$ cat src/rtl/dsp_result_collector.sv
// Collects DSP results: realigns the compare_res strobe to the programmed output delay, tags each result
// with its mode and buffers it in a FIFO behind a valid/ready stream. Optional DSP_COLLECT_STATS_EN adds capture/drop counters.
module dsp_result_collector #(
  parameter int WIDTH         = 16,
  parameter int PIPELINE_BITS = 3,
  parameter int FIFO_DEPTH    = 8
) (
  input  logic                             clk,
  input  logic                             rst_n,
  input  logic                             compare_res,
  input  logic [2*WIDTH-1:0]               dsp_out,
  input  logic [1:0]                       mode,
  input  logic [PIPELINE_BITS-1:0]         pipe_stages,
  output logic                             res_valid,
  input  logic                             res_ready,
  output logic [2*WIDTH-1:0]               res_data,
  output logic [1:0]                       res_mode,
  output logic [$clog2(FIFO_DEPTH):0]      fifo_count,
  output logic                             overflow,
  input  logic                             clr_overflow
`ifdef DSP_COLLECT_STATS_EN
  ,
  output logic [15:0]                      cap_cnt,
  output logic [15:0]                      drop_cnt
`endif
);

  localparam int DW = 2 * WIDTH;
  localparam int AW = $clog2(FIFO_DEPTH);
  localparam int CW = AW + 1;

  // Handshake: a result transfers on every rising edge where res_valid and res_ready are both 1;
  // res_valid never drops and the head never changes while res_ready is 0.

  logic [2:0]               stage [PIPELINE_BITS];
  logic [PIPELINE_BITS-1:0] pipe_reg;
  logic                     cap_v;
  logic [1:0]               cap_mode;

  logic [DW+1:0]            mem [FIFO_DEPTH];
  logic [AW-1:0]            wr_ptr;
  logic [AW-1:0]            rd_ptr;
  logic [AW-1:0]            rd_ptr_next;
  logic [CW-1:0]            count;
  logic [CW-1:0]            count_next;
  logic [DW+1:0]            wr_entry;
  logic [DW+1:0]            head_next;
  logic                     full;
  logic                     rd;
  logic                     wr;
  logic                     drop;

  // A zero delay bypasses the alignment stages; delays beyond the stage count never fire.
  always_comb begin
    cap_v    = 1'b0;
    cap_mode = 2'b00;
    if (pipe_stages == '0) begin
      cap_v    = compare_res;
      cap_mode = mode;
    end else begin
      for (int i = 0; i < PIPELINE_BITS; i++) begin
        if (pipe_reg == PIPELINE_BITS'(i + 1)) begin
          cap_v    = stage[i][2];
          cap_mode = stage[i][1:0];
        end
      end
    end
  end

  assign full     = (count == CW'(FIFO_DEPTH));
  assign rd       = res_valid & res_ready;
  assign wr       = cap_v & (~full | rd);
  assign drop     = cap_v & full & ~rd;
  assign wr_entry = {dsp_out, cap_mode};

  always_comb begin
    count_next = count;
    case ({wr, rd})
      2'b10:   count_next = count + CW'(1);
      2'b01:   count_next = count - CW'(1);
      default: count_next = count;
    endcase
    rd_ptr_next = rd ? rd_ptr + AW'(1) : rd_ptr;
    // The entry written this edge may itself become the new head.
    head_next = (wr && (wr_ptr == rd_ptr_next)) ? wr_entry : mem[rd_ptr_next];
  end

  always_ff @(posedge clk) begin
    if (rst_n && wr) begin
      mem[wr_ptr] <= wr_entry;
    end
  end

  always_ff @(posedge clk) begin
    if (!rst_n) begin
      for (int i = 0; i < PIPELINE_BITS; i++) begin
        stage[i] <= 3'b000;
      end
      pipe_reg  <= '0;
      wr_ptr    <= '0;
      rd_ptr    <= '0;
      count     <= '0;
      overflow  <= 1'b0;
      res_valid <= 1'b0;
      res_data  <= '0;
      res_mode  <= 2'b00;
    end else begin
      stage[0] <= {compare_res, mode};
      for (int i = 1; i < PIPELINE_BITS; i++) begin
        stage[i] <= stage[i-1];
      end
      pipe_reg  <= pipe_stages;
      if (wr) begin
        wr_ptr <= wr_ptr + AW'(1);
      end
      rd_ptr    <= rd_ptr_next;
      count     <= count_next;
      res_valid <= (count_next != '0);
      if (count_next != '0) begin
        {res_data, res_mode} <= head_next;
      end
      overflow  <= drop | (overflow & ~clr_overflow);
    end
  end

  assign fifo_count = count;

`ifdef DSP_COLLECT_STATS_EN
  always_ff @(posedge clk) begin
    if (!rst_n || clr_overflow) begin
      cap_cnt  <= 16'h0000;
      drop_cnt <= 16'h0000;
    end else begin
      if (wr && (cap_cnt != 16'hFFFF)) begin
        cap_cnt <= cap_cnt + 16'h0001;
      end
      if (drop && (drop_cnt != 16'hFFFF)) begin
        drop_cnt <= drop_cnt + 16'h0001;
      end
    end
  end
`endif

endmodule

$ cat config.mk
export PLATFORM = sky130hd
export DESIGN_NAME = dsp_result_collector
export DESIGN_NICKNAME = d
export VERILOG_FILES = /design/src/rtl/dsp_result_collector.sv
export SDC_FILE = /design/constraint.sdc
export NUM_CORES = 1
export LEC_CHECK = 0
export BUFFER_PORTS_ARGS = -buffer_cell sky130_fd_sc_hd__clkbuf_2
export CAP_MARGIN = 20
export CORE_MARGIN = 2
export CORE_UTILIZATION = 25
export DETAILED_ROUTE_END_ITERATION = 16
export SLEW_MARGIN = 5
export SYNTH_ARGS = -nofsm -noshare
export SYNTH_HDL_FRONTEND = slang
export SYNTH_SLANG_ARGS = --single-unit
$ cat constraint.sdc
create_clock -name clk -period 5.24 [get_ports clk]
set_clock_uncertainty 0.15 [all_clocks]
set_input_delay 0.524 -clock clk [delete_from_list [all_inputs] [get_ports clk]]
set_output_delay 0.524 -clock clk [all_outputs]
set_load 0.005 [all_outputs]
==> implementation parameters, run 1 <==
Parameter                              Value

Run status
  Run status ... completed

Floorplan
  Die area ... 57000 um^2
  Effective utilization at floorplan ... 25.2%
  I/O pin count ... 82
  Chip Width ... between 200 and 250 um
  Die extent in y ... between 200 and 250 um
  Std-Cell Rows ... 86
  Core Box Area ... about 55000 um^2

Timing
  Slew Limit Headroom ... between 30% and 40%
  Number of slew-limit violations in the final report ... 0
  Maximum clock frequency ... ~260 MHz
  Share of the cycle needed by the critical path after routing ... approximately three quarters
  Minimum clock period ... between 3000 and 4000 ps
  Slew at the pin closest to its max-slew limit ... 1000 ps
  RSZ-0062 raised after global routing ... false
  Final setup margin ... ~1300 ps
  Setup violation total in the final timing report ... 0
  Total negative slack for setup checks ... 0 ps
  Worst hold slack ... just under 90 ps
  Number of hold violations in the final report ... 0

Clock network
  Post-CTS Hold Fix Bufs ... 0
  TritonCTS clock tree ... done
  H-tree level count ... 2
  Clock network latency to the later pin of the worst-skew pair ... 520 ps
  Clock Pin Slew Worst Setup and Hold Paths ... 60 ps
  Maximum buffer depth of the clock tree ... 3
  TritonCTS sink count ... between 300 and 400
  Number of CTS-inserted buffers ... 36
  Buffers inserted by post-CTS timing repair ... 0
  Post-cts resize count ... 0
  Root cell of the clock tree ... sky130_fd_sc_hd__clkbuf_16

Route
  Antenna-violating nets left ... 0
  Vias per std cell ... between 4 and 5
  Routed length per instance ... a little over 20 um
  Post-route DRC ... 0
  WL final ... approximately 33 mm
  Initial detailed-routing violation count ... ~450
  Vias after detailed routing ... 7415
  Initial DRT Pass Iterations ... 5

Worst setup path
  Required time of the critical path ... around 5500 ps
  Largest fanout of any net on the critical path ... 35
  Slowest stage cell, crit path ... sky130_fd_sc_hd__buf_4
  Crit path largest cell delay ... between 500 and 600 ps
  Critical Path AT ... approximately 4200 ps
  CP delay by family, top ... compound AO/OA/AOI/OAI gates
  Buffers & Inverters on Critical Path ... 1
  Startpoint class of the critical path ... flop
  Cell breakdown of the critical path ... mux2_4 > a221oi_2 > o21ai_0 > xnor2_1 > ha_1 > nor4bb_1 > xnor2_1 > o21ai_0 > o2bb2ai_1 > a211oi_4 > buf_4 > mux2i_1
  Path type of the worst setup path ... reg -> reg
  CP endpoint kind ... flop

Final layout
  Register with the most flip-flops ... mem
  Area of all placed cells without fillers ... approximately 16000 um^2
  Flip-flop count of the largest register after layout ... ~270
  Layout cells sized above 1 ... between 20 and 25%
  Layout filler cell count ... roughly 5300
  Final Instance Count excl. Fillers ... roughly 1600
  Antenna cells ... 0
  Number of nets in the finished design ... between 900 and 1000
  Layout area overhead ... 18.2%
  Registers with the highest flip-flop counts ... mem: 272 flops, res_data: 32 flops, stage: 9 flops

Yosys
  Library cell occupying the most area in the post-synthesis netlist ... sky130_fd_sc_hd__edfxtp_1
  Xor/xnor share of the synthesized area ... less than 1%
  Yosys warning total ... 0
  Post-synth ARST share ... 0%
  Synthesized instance count ... just over 800
  Proportion of synthesized area in mux cells ... 19.6%
  Cells taking the most area after synthesis ... sky130_fd_sc_hd__edfxtp_1 59%, sky130_fd_sc_hd__mux2_1 10%, sky130_fd_sc_hd__dfxtp_1 8.4%
  Mean instance size in the synthesized netlist ... approximately 17 um^2
  Synthesized net count ... between 800 and 900
  Most common cell in the netlist ... sky130_fd_sc_hd__edfxtp_1
  Count of cell types in the netlist ... 52
  Compound-Gate Fraction of Synth Area ... between 3 and 4%
  Top cell type's share of synthesized area ... just under 60%
  Most used flip-flop cell after synthesis ... sky130_fd_sc_hd__edfxtp_1
  Mapped Area ... between 10000 and 15000 um^2
  Area share of fa/ha/maj cells after synthesis ... 0.272%
  Share of the yosys chip area belonging to registers ... between 60% and 70%
  Combinational family with the most area after synthesis ... multiplexers
  Synth Area in Simple Gates ... 6.04%
  Synth top cells by count ... 272 x sky130_fd_sc_hd__edfxtp_1, 126 x sky130_fd_sc_hd__mux2_1, 58 x sky130_fd_sc_hd__dfxtp_1, 51 x sky130_fd_sc_hd__nand2_1
  Number of flops mapped to enable cells by yosys ... approximately 270
  Flip-flop and latch count after synthesis ... 330

GRT
  Global Route Usage Sum ... 11.5%
  Global-route wire length before repair ... just under 50 mm
  Vias in the first global route ... around 7600
  GRT Residual Overflow ... 0
  Pin count of the biggest net entering global routing ... approximately 140
  Number of antenna violations at the first check in global routing ... 5

Placement
  Placed cells ... 1560
  Detailed-placement wirelength estimate ... approximately 18 mm
  Global placer's final weighted congestion ... ~0.74
  Post-Place Setup Slack ... 1220 ps
  Post-detailed-placement cell area ... approximately 15000 um^2
  PortBufs ... 81

Power and ir drop
  Power density over cell area ... 446 nW/um^2
  Static power due to leakage ... between 5 and 6 nW
  Worst ir drop on vdd ... 0.000206 V

Flow run
  # Max-Cap Violations ... 0

Hold path
  Min-Delay Path Class ... in -> reg
cells by family (layout without fill, tap and decap cells):
group / after synthesis / after routing
DFF: 330 / 330
muxes: 208 / 208
and+or+nand+nor: 140 / 140
AOI/OAI and AO/OA: 61 / 61
buffers and inverters: 56 / 170
xor gates and xnor gates: 8 / 8
adders and majority gates: 3 / 3
final timing paths:
path	startpoint	to	slack, ps	depth (start not counted)
max	pipe_reg[1]$_SDFF_PN0_	res_data[1]$_SDFFE_PN0P_	1350	12
min	compare_res	stage[0][2]$_SDFF_PN0_	90	2
max reg2reg	pipe_reg[1]$_SDFF_PN0_	res_data[1]$_SDFFE_PN0P_	1350	12
min reg2reg	res_data[20]$_SDFFE_PN0P_	res_data[20]$_SDFFE_PN0P_	310	2
where the power goes:
part / internal [W] / switching [W]
combinational: 0.000710 / 0.000800
sequential: 0.00298 / 0.0000963
clock: 0.00165 / 0.00102
total: 0.00534 / 0.00192
layer usage:
| layer | vias to the layer above | GRT usage (%) | share of wire (%) |
|---|---|---|---|
| met5 | - | 0 | 0.17 |
| met3 | 64 | 3.00 | 5.5 |
| met2 | 166 | 19.8 | 50 |
| met4 | 10 | 3.28 | 2.2 |
| li1 | 3354 | - | - |
| met1 | 3821 | 14.0 | 42 |
cell usage in the layout (no fill, tap or decap), drive strengths merged, types with 2 or more instances in the layout:
master	synthesis	final
edfxtp	272	272
nand2	51	51
o211ai	34	34
nand4b	34	34
nand4	2	2
xnor2	5	5
nor4	3	3
a22o	4	4
and2	19	19
nor3	8	8
mux4	34	34
mux2	139	139
nand3	5	5
clkinvlp	0	4
inv	3	4
o21ai	4	4
nor2	3	3
buf	28	23
a21boi	3	3
mux2i	35	35
nor2b	5	5
bufinv	0	6
clkinv	0	6
ha	3	3
or3	2	2
xor2	3	3
dfxtp	58	58
and3	3	3
a211oi	4	4
a21oi	3	3
clkbuf	25	127
cell type report:
type / count / area [um^2] / area share [%]
Clock buffer: 47 / 1000 / 6.16
Sequential cell: 330 / 9330 / 57.3
Inverter: 3 / 11.3 / 0.0692
Multi-Input combinational cell: 420 / 4220 / 25.9
Timing Repair Buffer: 103 / 598 / 3.67
Tap cell: 704 / 881 / 5.41
Clock inverter: 17 / 245 / 1.51
worst reg2reg max path: stages (launching register included):
cell and delay (ps):
sky130_fd_sc_hd__dfxtp_1 400, sky130_fd_sc_hd__mux2_4 330, sky130_fd_sc_hd__a221oi_2 410, sky130_fd_sc_hd__o21ai_0 240, sky130_fd_sc_hd__xnor2_1 180, sky130_fd_sc_hd__ha_1 200, sky130_fd_sc_hd__nor4bb_1 330, sky130_fd_sc_hd__xnor2_1 160
sky130_fd_sc_hd__o21ai_0 110, sky130_fd_sc_hd__o2bb2ai_1 190, sky130_fd_sc_hd__a211oi_4 220, sky130_fd_sc_hd__buf_4 590, sky130_fd_sc_hd__mux2i_1 300
through the flow:
| step | utilization, % | power [W] |
|---|---|---|
| 2_1_floorplan | - | 0.00426 |
| 3_3_place_gp | 27.5 | 0.00466 |
| 3_5_place_dp | 27.5 | 0.00467 |
| 4_1_cts | 29.7 | 0.00736 |
| 5_1_grt | 29.7 | 0.00756 |
| 6_report | 29.7 | 0.00725 |
Note: power is estimated with default switching activity, not from simulation.
==> run 2, diff against run 1 <==
- clock period: 5.24 -> 3.9 ns (I/O delays scaled with it)
==> run 2 against run 1 <==
  * Utilization is 0.54 points higher
  * Highest routed layer unchanged
  * Critical path depth up 2
  * Sequential power rose by 34%
  * Via count increased by 2.4%
  * Register-to-register slack lost 1000 ps
  * Power is 34% higher
==> implementation parameters, run 2 (synthesis results as in run 1) <==
Parameter                              Value

Worst setup path
  Cell repeated most along the worst path ... sky130_fd_sc_hd__xnor2_1
  Required time of the critical path ... 4210 ps (was 5520 ps)
  Slowest stage cell, crit path ... sky130_fd_sc_hd__dlygate4sd3_1 (was sky130_fd_sc_hd__buf_4)
  Startpoint class of the critical path ... input port (was flop)
  Critical Path AT ... 3930 ps (was 4180 ps)
  Largest fanout of any net on the critical path ... 35 (unchanged)
  Crit path largest cell delay ... 540 ps (was 590 ps)
  CP endpoint kind ... flop (unchanged)
  FF-to-FF path depth ... 12 (unchanged)
  Buffers & Inverters on Critical Path ... 3 (was 1)
  Stages on the worst setup path ... 14 (was 12)
  Register-to-register setup slack ... 330 ps (was 1350 ps)
  Reg-to-Reg Start ... pipe_reg[1]$_SDFF_PN0_ (unchanged)
  CP delay by family, top ... buffers and inverters (was compound AO/OA/AOI/OAI gates)
  CP startpoint ... pipe_stages[1] (was pipe_reg[1]$_SDFF_PN0_)
  Path type of the worst setup path ... in -> reg (was reg -> reg)
  Cell breakdown of the critical path ... dlygate4sd3_1 > clkbuf_2 > or3_1 > a21oi_2 > o21ai_1 > xnor2_1 > ha_1 > nor4bb_1 > xnor2_1 > o21ai_0 > o2bb2ai_1 > a211oi_4 > buf_12 > mux2i_1 (was mux2_4 > a221oi_2 > o21ai_0 > xnor2_1 > ha_1 > nor4bb_1 > xnor2_1 > o21ai_0 > o2bb2ai_1 > a211oi_4 > buf_4 > mux2i_1)

Run status
  Run status ... completed (unchanged)

Floorplan
  I/O pin count ... 82 (unchanged)
  Std-Cell Rows ... 86 (unchanged)
  Core Box Area ... 54800 um^2 (unchanged)
  Die area ... 57000 um^2 (unchanged)
  Chip Width ... 239 um (unchanged)
  Die extent in y ... 239 um (unchanged)
  Effective utilization at floorplan ... 25.2% (unchanged)

Clock network
  Clock Pin Slew Worst Setup and Hold Paths ... 60 ps (about the same)
  Clock network latency to the later pin of the worst-skew pair ... 530 ps (was 520 ps)
  H-tree level count ... 2 (unchanged)
  Root cell of the clock tree ... sky130_fd_sc_hd__clkbuf_16 (unchanged)
  TritonCTS sink count ... 330 (unchanged)
  Maximum buffer depth of the clock tree ... 3 (unchanged)
  TritonCTS clock tree ... done (unchanged)
  Number of CTS-inserted buffers ... 37 (was 36)

Power and ir drop
  Net switching power figure ... 0.00263 W (was 0.00192 W)
  Power density over cell area ... 584 nW/um^2 (was 446 nW/um^2)
  Comb pwr share ... 22.4% (was 20.8%)
  Static power due to leakage ... 5.50 nW (was 5.36 nW)
  Worst ir drop on vdd ... 0.000257 V (was 0.000206 V)
  Relative contribution of sequential cells to total power ... 42.7% (was 42.4%)
  Post-route total power ... 0.00969 W (was 0.00725 W)
  Cell-internal power ... 0.00705 W (was 0.00534 W)
  Switching part of the total ... 27.2% (was 26.4%)
  Clk network pwr share ... 34.9% (was 36.8%)

Hold path
  Worst hold start ... dsp_out[14] (was compare_res)
  Min-Delay Path Class ... in -> reg (unchanged)
  Hold Path Stages ... 1 (was 2)

Timing
  Minimum clock period ... about 3600 ps
  Slew Limit Headroom ... 41.6% (was 33.4%)
  Setup violation total in the final timing report ... 0 (unchanged)
  Worst hold slack ... 17.1 ps (was 88.5 ps)
  RSZ-0062 raised after global routing ... false (unchanged)
  Maximum clock frequency ... 276 MHz
  Slew at the pin closest to its max-slew limit ... 875 ps (was 1000 ps)
  Share of the cycle needed by the critical path after routing ... 92.9%
  Number of hold violations in the final report ... 0 (unchanged)
  Total negative slack for setup checks ... 0 ps (unchanged)
  Final setup margin ... 277 ps (was 1350 ps)
  Number of slew-limit violations in the final report ... 0 (unchanged)

Placement
  PortBufs ... 81 (unchanged)
  Post-Place Setup Slack ... 245 ps (was 1220 ps)
  Global placer's final weighted congestion ... 0.713 (was 0.742)
  Placed cells ... 1568 (was 1560)
  Detailed-placement wirelength estimate ... 19.3 mm (was 18.0 mm)

GRT
  Vias in the first global route ... 8003 (was 7637)
  Global-route wire length before repair ... 49.7 mm (was 48.9 mm)
  Global Route Usage Sum ... 11.6% (was 11.5%)
  Number of antenna violations at the first check in global routing ... 4 (was 5)
  GRT Residual Overflow ... 0 (unchanged)
  Pin count of the biggest net entering global routing ... 76 (was 138)

Route
  Vias after detailed routing ... 7591 (was 7415)
  Post-route DRC ... 0 (unchanged)
  Initial detailed-routing violation count ... 487 (was 451)
  Routed length per instance ... 19.8 um (was 20.2 um)
  WL final ... 32.9 mm (was 32.8 mm)
  Initial DRT Pass Iterations ... 5 (unchanged)
  Antenna-violating nets left ... 0 (unchanged)
  Vias per std cell ... 4.57 (about the same)

Final layout
  Final Instance Count excl. Fillers ... 1662 (was 1624)
  Layout area overhead ... 20.4% (was 18.2%)
  Number of nets in the finished design ... 973 (was 939)
  Flip-flop count of the largest register after layout ... 272 (unchanged)
  Register with the most flip-flops ... mem (unchanged)
  Layout cells sized above 1 ... 23.7% (was 24.9%)
  Most common cell after layout, fill and taps aside ... sky130_fd_sc_hd__edfxtp_1 (unchanged)
  Registers with the highest flip-flop counts ... mem: 272 flops, res_data: 32 flops, stage: 9 flops (unchanged)
  Top library cells by usage in the layout, fill and taps aside ... 272 x sky130_fd_sc_hd__edfxtp_1, 126 x sky130_fd_sc_hd__mux2_1, 80 x sky130_fd_sc_hd__clkbuf_2 (unchanged)

Flow run
  # Max-Cap Violations ... 0 (unchanged)
-- run 2: cell count changes in the layout (fill, tap and decap cells not counted), sizes merged --
cell / delta
clkbuf: +7
buf: +9
bufinv: -4
inv: +1
clkinvlp: -4
dlygate4sd3: +24
clkinv: +4
diode: +1
-- run 2: path summary, 6_finish.rpt --
check	to
setup reg to reg	res_data[6]$_SDFFE_PN0P_
hold reg to reg	res_data[31]$_SDFFE_PN0P_
hold / removal	mem[5][16]$_DFFE_PP_
setup / recovery	res_data[6]$_SDFFE_PN0P_
-- run 2: cell type report --
type | instances | area, um^2
fillers | 5348 | 38200
flip-flops and latches | 330 | 9330
multi-input cells | 420 | 4220
clock buffers | 54 | 1040
repair buffers | 136 | 956
well taps | 704 | 881
clock inverters | 14 | 138
inverters | 3 | 11.3
diodes | 1 | 2.50
-- run 2: stage by stage --
step / area [um^2] / util [%]
floorplan: 13800 / -
global placement: 15100 / 27.6
detailed placement: 15100 / 27.6
CTS: 16600 / 30.2
global route: 16600 / 30.3
finish: 16600 / 30.3
-- run 2: repair_timing --
action / CTS / global route
gates resized for setup: 0 / 1
endpoints found under the setup margin: 0 / 33
setup buffers: 0 / 0
endpoints found under the hold margin: 130 / 0
hold buffers: 24 / 0
-- run 2: power groups by stage --
stage / clock [W] / combinational (W) / sequential (W)
2_1_floorplan: 0 / 0.00152 / 0.00420
5_1_grt: 0.00360 / 0.00236 / 0.00416
3_3_place_gp: 0 / 0.00215 / 0.00420
4_1_cts: 0.00348 / 0.00220 / 0.00414
3_5_place_dp: 0 / 0.00217 / 0.00421
6_report: 0.00338 / 0.00217 / 0.00413
-- run 2: metal layers --
layer  global-route usage, %  vias to the layer above  wire length, um
met5                       0                        -               34
met1                    14.7                     3923            14200
met3                    3.15                       34             2000
met4                    2.73                        6              435
li1                        -                     3438                -
met2                    19.6                      190            16200
